File: config.mk
export PLATFORM = sky130hd
export DESIGN_NAME = imem_fetch_ctrl
export DESIGN_NICKNAME = d
export VERILOG_FILES = /design/src/rtl/imem_pkg.sv /design/src/rtl/fetch_buf.sv /design/src/rtl/imem_fetch_ctrl.sv
export SDC_FILE = /design/constraint.sdc
export NUM_CORES = 1
export LEC_CHECK = 0
export ABC_CLOCK_PERIOD_IN_PS = 4200
export CAP_MARGIN = 0
export CORE_MARGIN = 1.5
export CORE_UTILIZATION = 40
export CTS_CLUSTER_SIZE = 40
export DETAILED_ROUTE_END_ITERATION = 10
export PLACE_DENSITY = 0.68
export SYNTH_ARGS = -nofsm -noshare
export SYNTH_HDL_FRONTEND = slang
export SYNTH_SLANG_ARGS = --single-unit
File: constraint.sdc
create_clock -name clk -period 4.2 [get_ports clk]
set_clock_uncertainty 0.05 [all_clocks]
set_input_delay 0.42 -clock clk [delete_from_list [all_inputs] [get_ports clk]]
set_output_delay 0.42 -clock clk [all_outputs]
set_load 0.01 [all_outputs]
File: src/rtl/imem_pkg.sv
// -----------------------------------------------------------------------------
// imem_pkg
// Shared definitions for the instruction-fetch controller.
//   XLEN       : datapath / address width
//   TAG_W      : width of the word-address tag (address bits [XLEN-1:2])
//   NOP_INSTR  : instruction word returned while fetch is stalled
//   fetch_state_t : fetch FSM state (IDLE, WAIT)
// -----------------------------------------------------------------------------
package imem_pkg;

   localparam int unsigned XLEN  = 32;
   localparam int unsigned TAG_W = XLEN - 2;

   localparam logic [XLEN-1:0] NOP_INSTR = 32'h0000_0013;

   typedef enum logic {
      IDLE = 1'b0,
      WAIT = 1'b1
   } fetch_state_t;

endpackage

File: src/rtl/fetch_buf.sv
// -----------------------------------------------------------------------------
// fetch_buf
// One-entry instruction fetch buffer: valid bit, word tag and data word, with
// a combinational hit compare against the current lookup tag.
// Ports:
//   clk, rst       : clock, synchronous active-high reset
//   i_wr_en        : write {valid, tag, data} on the next edge
//   i_wr_tag       : word tag (address bits [XLEN-1:2]) to write
//   i_wr_data      : instruction word to write
//   i_inv          : clear valid on the next edge; wins over i_wr_en
//   i_lookup_tag   : word tag of the current fetch address
//   o_hit          : buffer valid and tag matches
//   o_data         : buffered instruction word
// -----------------------------------------------------------------------------
module fetch_buf
   import imem_pkg::*;
(
   input  logic             clk,
   input  logic             rst,
   input  logic             i_wr_en,
   input  logic [TAG_W-1:0] i_wr_tag,
   input  logic [XLEN-1:0]  i_wr_data,
   input  logic             i_inv,
   input  logic [TAG_W-1:0] i_lookup_tag,
   output logic             o_hit,
   output logic [XLEN-1:0]  o_data
);

   logic             r_valid;
   logic [TAG_W-1:0] r_tag;
   logic [XLEN-1:0]  r_data;

   always_ff @(posedge clk) begin
      if (rst) begin
         r_valid <= 1'b0;
         r_tag   <= '0;
         r_data  <= '0;
      end else begin
         if (i_wr_en) begin
            r_valid <= 1'b1;
            r_tag   <= i_wr_tag;
            r_data  <= i_wr_data;
         end
         // Invalidate overrides a same-edge fill; tag/data still update.
         if (i_inv) begin
            r_valid <= 1'b0;
         end
      end
   end

   always_comb begin
      o_hit  = r_valid && (r_tag == i_lookup_tag);
      o_data = r_data;
   end

endmodule

File: src/rtl/imem_fetch_ctrl.sv
// -----------------------------------------------------------------------------
// imem_fetch_ctrl
// Instruction fetch controller: serves pc_i from a one-entry fetch buffer, and
// on a miss issues a single outstanding word read on the memory bus. Read data
// is forwarded to instr_o in the response cycle when it still matches pc_i.
// Ports:
//   clk, rst      : clock, synchronous active-high reset
//   pc_i          : fetch address (held by the fetch stage while stalled)
//   inv_i         : invalidate the fetch buffer (fence.i)
//   instr_o       : instruction for pc_i, valid when stall_o=0
//   stall_o       : fetch stall
//   mem_req_o     : bus request
//   mem_addr_o    : bus word address
//   mem_gnt_i     : request accepted this cycle
//   mem_rvalid_i  : read data valid
//   mem_rdata_i   : read data
//   miss_cnt_o    : count of accepted bus requests (wraps)
// -----------------------------------------------------------------------------
module imem_fetch_ctrl
   import imem_pkg::*;
(
   input  logic            clk,
   input  logic            rst,
   input  logic [XLEN-1:0] pc_i,
   input  logic            inv_i,
   output logic [XLEN-1:0] instr_o,
   output logic            stall_o,
   output logic            mem_req_o,
   output logic [XLEN-1:0] mem_addr_o,
   input  logic            mem_gnt_i,
   input  logic            mem_rvalid_i,
   input  logic [XLEN-1:0] mem_rdata_i,
   output logic [XLEN-1:0] miss_cnt_o
);

   fetch_state_t     r_state;
   logic [TAG_W-1:0] r_req_tag;
   logic [XLEN-1:0]  r_miss_cnt;

   logic [TAG_W-1:0] w_pc_tag;
   logic             w_pc_unused;
   logic             w_buf_hit;
   logic [XLEN-1:0]  w_buf_data;
   logic             w_hit;
   logic             w_bypass;
   logic             w_buf_wr;
   logic             w_req;

   // Byte offset plays no part in a word fetch.
   assign w_pc_tag    = pc_i[XLEN-1:2];
   assign w_pc_unused = ^pc_i[1:0];

   fetch_buf u_fetch_buf (
      .clk          (clk),
      .rst          (rst),
      .i_wr_en      (w_buf_wr),
      .i_wr_tag     (r_req_tag),
      .i_wr_data    (mem_rdata_i),
      .i_inv        (inv_i),
      .i_lookup_tag (w_pc_tag),
      .o_hit        (w_buf_hit),
      .o_data       (w_buf_data)
   );

   always_comb begin
      w_hit    = !rst && w_buf_hit;
      w_bypass = !rst && (r_state == WAIT) && mem_rvalid_i && (r_req_tag == w_pc_tag);
      // Every response is kept, even one for a stale pc; the tag mismatch
      // simply causes a fresh request once back in IDLE.
      w_buf_wr = !rst && (r_state == WAIT) && mem_rvalid_i;
      w_req    = !rst && (r_state == IDLE) && !w_buf_hit;

      if (w_hit) begin
         instr_o = w_buf_data;
      end else if (w_bypass) begin
         instr_o = mem_rdata_i;
      end else begin
         instr_o = NOP_INSTR;
      end
      stall_o    = !(w_hit || w_bypass);
      mem_req_o  = w_req;
      mem_addr_o = {w_pc_tag, 2'b00};
      miss_cnt_o = r_miss_cnt;
   end

   // Fetch FSM: at most one request outstanding; rvalid seen in IDLE (e.g. a
   // response to a request abandoned by reset) is ignored.
   always_ff @(posedge clk) begin
      if (rst) begin
         r_state    <= IDLE;
         r_req_tag  <= '0;
         r_miss_cnt <= '0;
      end else begin
         unique case (r_state)
            IDLE: begin
               if (w_req && mem_gnt_i) begin
                  r_req_tag  <= w_pc_tag;
                  r_miss_cnt <= r_miss_cnt + 1'b1;
                  r_state    <= WAIT;
               end
            end
            WAIT: begin
               if (mem_rvalid_i) begin
                  r_state <= IDLE;
               end
            end
            default: r_state <= IDLE;
         endcase
      end
   end

endmodule

==> qor.yml, run 1 <==
floorplanning:
  die_y_um: 128.5
  fp.dieArea_um2: 16500
  die_x_um: 128.5
  pin_count: 167
  fp.coreArea_um2: 15310
  start_util_pct: 41.12
  row_count: 45
synth:
  ys_warn_count: 0
  synth.distinct_cells: 48
  synthTopCellsByCount: "nand2_1 (236), dfxtp_1 (126), a21oi_1 (117)"
  synth_edf_count: 0
  syn_area_per_cell_um2: 7.689
  yosys.area.top_type: "dfxtp_1"
  seq_area_frac_synth_pct: 40.06
  synth-seq-cells: 126
  synth.top_cells.by_area: "dfxtp_1 (40%), nand2_1 (14%), a21oi_1 (9.3%)"
  synthFlopType: "dfxtp_1"
  synth_most_common_cell: "nand2_1"
  synthCells: 819
  synth_top_area_share_pct: 40.06
  synth_area_um2: 6297
  asyncSetResetFlopFracSynth_pct: 0
layout:
  area_growth_pct: 34.23
  fin_area_um2: 8453
  final_layout_size_suffix_gt1_share_pct: 5.926
  nNetsFinal: 1002
  diodes: 0
worst_setup_path:
  cp_cell_sequence: "clkdlybuf4s50_1 -> xnor2_1 -> nand4_1 -> or4_4 -> nor3_2 -> buf_12 -> nand2_1 -> o31ai_1 -> clkdlybuf4s50_1"
  cp_slowest_cell: "clkdlybuf4s50_1"
  critical_path_class: "input port to primary output"
  cp.arrival_ns: 3.46
  start_kind: "input port"
  endpoint_kind: "primary output"
  cp_max_fo: 65
  required_ns: 3.73
  path_delay_family: "buffers and inverters"
  critPathMostFrequentCell: "clkdlybuf4s50_1"
  path_buf_inv: 3
  cp_slowest_stage_delay_ns: 0.61
placed_design:
  place_congestion: 0.7538
  dp_hpwl_um: 11290
  portBuffers: 162
  place_area_um2: 7830
route:
  antenna_left: 0
  num_vias: 5817
  viasPerCell: 5.032
  dr.pass1.iters: 4
  wl_um: 16760
  detail_route.iter0.violations: 369
  drc: 0
  wl_per_cell_um: 14.49
timing:
  setup_violations: 0
  fmax_mhz: 254.7
  worstMarginPinSlew_ns: 0.9394
  hold_viol: 0
  layout_min_cycle_time_ns: 3.927
  timing.final.crit_share_pct: 93.50
  whs_ns: 0.3968
  relSlewSlack_pct: 37.37
  grt_setup_unrepaired: "false"
  slew_viol_final: 0
  setup_tns_ns: 0
global_routing:
  grt_pass1_wl_um: 26630
  overflow: 0
  track_usage_pct: 20.32
  grt.met1_usage_pct: 26.00
  grt.busiest_layer: "met2"
  grt_max_degree: 67
  grt_pass1_vias: 5361
  use_met2_pct: 33.55
  grt_antenna_before_repair: 1
  grtUsageMet3_pct: 4.740
clock_network:
  htreeDepth: 4
  post-cts-setup-buffers: 0
  cts-root-buf: "clkbuf_16"
  cts_resized: 0
  holdBufCountCts: 0
  clock_sinks: 126
  cts_tree: "yes"
  clock_latency_ns: 0.41
  clk_pin_slew_worst_paths_ns: 0.05
  cts_buffers: 17
  ctsLongestPathBuffers: 2
power:
  irDropWorstVdd_mv: 0.2790
  leakage_nw: 2.863
  power.density_nw_per_um2: 362.2
job:
  cap_violations: 0
outcome:
  status: "finished clean"
worst_hold_path:
  hold_path_class: "flop to flop"
==> final timing paths <==
kind                            to  cells after the start  slack, ns                   from
max                    instr_o[28]                      9       0.27                pc_i[9]
min          u_fetch_buf.o_data[0]                      2       0.40  u_fetch_buf.o_data[0]
max reg2reg         miss_cnt_o[21]                      7       1.73   u_fetch_buf.r_tag[7]
min reg2reg  u_fetch_buf.o_data[0]                      2       0.40  u_fetch_buf.o_data[0]
==> placed cells by master (no fill, tap or decap), drive strengths merged, types with 5 or more instances in the layout <==
cell type,instances
nor2,11
o21ai,7
nor4,9
nor3,5
clkdlybuf4s50,161
xor2,23
clkbuf,27
nand3,14
nand2,236
inv,32
a21oi,118
o31ai,46
xnor2,41
nand4,15
or4,17
buf,14
dfxtp,126
==> layout make-up <==
cell class | instances | area, um^2
tap | 211 | 264.0
multi-input combinational | 580 | 3194
timing repair buffer | 175 | 1729
inverter | 32 | 120.1
sequential | 126 | 2522
clock inverter | 5 | 100.1
fill | 1468 | 6862
clock buffer | 27 | 523.0
==> worst reg2reg max path, cell delays in order (launching register included) <==
cell and delay (ns):
dfxtp_1 0.31, xnor2_1 0.31, nand4_1 0.24, or4_4 0.58
o21ai_4 0.17, buf_4 0.39, or4_1 0.20, a21oi_1 0.07
==> report_power, final <==
group,switching [mW],total [mW],internal (mW)
Clock,0.517,1.54,1.03
Sequential,0.0188,1.24,1.22
Combinational,0.144,0.277,0.132
Total,0.680,3.06,2.38
==> cells by family (layout without fill, tap and decap cells) <==
| logic type | Yosys count | in the layout | synth area share, % |
|---|---|---|---|
| AND/OR/NAND/NOR | 326 | 326 | 23.35 |
| flip-flops | 126 | 126 | 40.06 |
| buffers and inverters | 114 | 239 | 9.418 |
| other | 1 | 2 | 0.05955 |
| adder cells (fa/ha/maj) | 1 | 1 | 0.1987 |
| AO/OA/AOI/OAI | 186 | 186 | 17.86 |
| multiplexers | 1 | 1 | 0.1590 |
| XOR/XNOR | 64 | 64 | 8.901 |
==> flip-flops by register name, indices dropped and copies added (netlist names) <==
name                 count
miss_cnt_o              32
r_req_tag               30
r_state                  1
u_fetch_buf.o_data      32
u_fetch_buf.r_tag       30
u_fetch_buf.r_valid      1
==> metal layers <==
metal	wire, um	share of wire, %
met1	7663	46
met2	7902	47
met3	946	5.6
met4	231	1.4
met5	11	0.066
==> per-stage QoR <==
step           cells  setup WS (ns)  util (%)  power (mW)
2_1_floorplan    820          1.746         -       1.413
3_3_place_gp    1124         0.2980     51.13       1.541
3_5_place_dp    1124         0.2854     51.13       1.543
4_1_cts         1156         0.2852     55.20       3.092
5_1_grt         1156         0.1514     55.20       3.172
6_report        1156         0.2731     55.20       3.062
(Power assumes the default switching activity.)
==> inputs of run 2 (changes only) <==
--- a/config.mk
+++ b/config.mk
@@ -11,6 +11,7 @@
 export CORE_UTILIZATION = 40
 export CTS_CLUSTER_SIZE = 40
 export DETAILED_ROUTE_END_ITERATION = 10
+export GPL_TIMING_DRIVEN = 1
 export PLACE_DENSITY = 0.68
 export SYNTH_ARGS = -nofsm -noshare
 export SYNTH_HDL_FRONTEND = slang
==> results of run 2 <==
No change in the layout: final DEF, timing and power equal those of run 1.
==> edit: new RTL, config.mk and constraints of run 1 <==
Make the reset (`rst`) asynchronous in 2 clocked blocks. Comments in the files are not updated.
--- a/src/rtl/fetch_buf.sv
+++ b/src/rtl/fetch_buf.sv
@@ -30,7 +30,7 @@
    logic [TAG_W-1:0] r_tag;
    logic [XLEN-1:0]  r_data;
 
-   always_ff @(posedge clk) begin
+   always_ff @(posedge clk or posedge rst) begin
       if (rst) begin
          r_valid <= 1'b0;
          r_tag   <= '0;
--- a/src/rtl/imem_fetch_ctrl.sv
+++ b/src/rtl/imem_fetch_ctrl.sv
@@ -85,7 +85,7 @@
 
    // Fetch FSM: at most one request outstanding; rvalid seen in IDLE (e.g. a
    // response to a request abandoned by reset) is ignored.
-   always_ff @(posedge clk) begin
+   always_ff @(posedge clk or posedge rst) begin
       if (rst) begin
          r_state    <= IDLE;
          r_req_tag  <= '0;
Check against the original RTL: differs if rst is asserted again (counterexample within 4 cycles, from zero or initial values and one cycle with rst high); with rst held inactive, the same outputs for 4 cycles.
==> edit against run 1 <==
- sequential cell count unchanged
- critical path depth unchanged
- die area rose by 2.4%
- synthesized area rose by 2.4%
- routed wire length fell by 15%
- final area increased by 2.3%
- largest cell class is now sequential cells
- count of clock-buffer cells in the layout fell by 6
- final cell count down 21%
- worst setup slack better by 210 ps
- register-to-register slack lost 60 ps
Power is not compared: it rests on default switching activity, and its combinational part moved more than twofold at a synthesized area within 25%.
==> edit: results (changes against run 1) <==
** Synth
- Most instantiated flip-flop cell in the synthesis netlist :: sky130_fd_sc_hd__dfrtp_1
- Top cells by count, synth :: sky130_fd_sc_hd__dfrtp_1 (126), sky130_fd_sc_hd__mux2_2 (91), sky130_fd_sc_hd__xnor2_1 (86)
- The area share of xor/xnor cells in the synthesized design was 12.4% (+3.5 points).
- Post-synthesis compound-gate area fraction :: 3.26% (-15 points)
- The adder-cell share of the synthesized area came to 0.194% (-0.0047 points).
- After synthesis, the cell types taking the most area are sky130_fd_sc_hd__dfrtp_1 (49%), sky130_fd_sc_hd__mux2_2 (16%), sky130_fd_sc_hd__xnor2_1 (12%), sky130_fd_sc_hd__nand4_1 (5.5%), sky130_fd_sc_hd__buf_4 (3.8%).
- The proportion of register bits with asynchronous set or reset after synthesis is 100% (+100 points).
- Mapped cell area :: 6450 sq um (+2.4%)
- Synthesized area per cell :: 11.6 sq um (+50%)
- The proportion of synthesized area in mux cells was 15.9% (+16 points).

** Finish
- Layout inverter count without the clock tree :: 36 (+13%)
- The fraction of layout cells with a size suffix above 1 was 19.8% (+14 points).
- Final std cells w/o fill :: 918 (-21%)
- Multi-input logic portion of the cell area :: 32.2% (-5.6 points)
- The total of fill cells in the finished design was 1331 (-9.3%).
- The total of clock buffers placed in the layout came to 21 (-22%).
- The sequential share of cell area is 36.5% (+6.6 points).
- Multi-input combinational cell count :: 337 (-42%)
- The non-clock buffer total of the final layout is 171 (-2.3%).
- The net count reported at finish is 759 (-24%).
- The area growth from synthesis to layout is 34.1% (about the same).

** Status
- The run finished with clean final reports.

** Global route
- Antenna violations before repair :: 0 (-1)
- The overall routing resource usage came to 17.8% (-2.5 points).
- The maximum number of pins on one net before global-route repair was 76 (+13%).
- Number of global-route vias before repair :: 4624 (-14%)
- Global-route wire length before repair :: 23200 microns (-13%)

** Place
- The global placement routability congestion came to 0.760 (+0.84%).
- Area after DPL :: 8050 sq um (+2.8%)
- The post-DP HPWL came to 10100 microns (-11%).
- Pre-CTS setup slack :: 487 ps (+201 ps)
- Total placed cells including tap cells :: 886 (-21%)

** Setup path
- Setup slack, reg-to-reg :: 1670 ps (-60 ps)
- Max FO, Critical Path :: 33 (-49%)
- The delay contributed by the slowest stage of the critical path was 590 ps (-20 ps).
- The worst register-to-register path ends at r_req_tag[29].
- R2R Path Start :: u_fetch_buf.r_tag[0]

** Min path
- Hold Path End :: miss_cnt_o[31]
- The number of cells traversed by the worst hold path came to 1 (-1).

** STA
- The hold slack was 431 ps (+34.3 ps).
- Slew of the pin with the lowest slew margin :: 957 ps (+17.4 ps)

** Route
- Violation count after the first detailed-route iteration :: 169 (-54%)
- Routed length per placed instance :: 15.5 microns (+7.0%)
- Via count :: 4581 (-21%)
==> edit: layer usage <==
layer | GRT usage [%] | vias to the layer above | wire [microns]
li1 | - | 2177 | -
met1 | 22.5 | 2262 | 6190
met2 | 29.5 | 121 | 7210
met3 | 3.90 | 21 | 619
met4 | 7.52 | 0 | 228
met5 | 0 | - | 0
==> edit: worst reg2reg max path: cells and delay by family, from the launching register on <==
family | cells | cell delay [ps]
and+or+nand+nor | 2 | 270
AOI/OAI and AO/OA | 1 | 690
xor gates and xnor gates | 1 | 180
muxes | 1 | 370
DFF | 1 | 390
buffers and inverters | 2 | 450
==> edit: how the worst max path moves through the flow <==
stage / startpoint / to / slack [ps] / cells past startpoint
after floorplan: rst / instr_o[12] / 320 / 7
after global placement: pc_i[27] / instr_o[8] / 540 / 9
after detailed placement: pc_i[22] / instr_o[8] / 490 / 9
after CTS: pc_i[22] / instr_o[8] / 480 / 9
after global routing: pc_i[22] / instr_o[8] / 310 / 9
final: pc_i[27] / instr_o[8] / 490 / 9
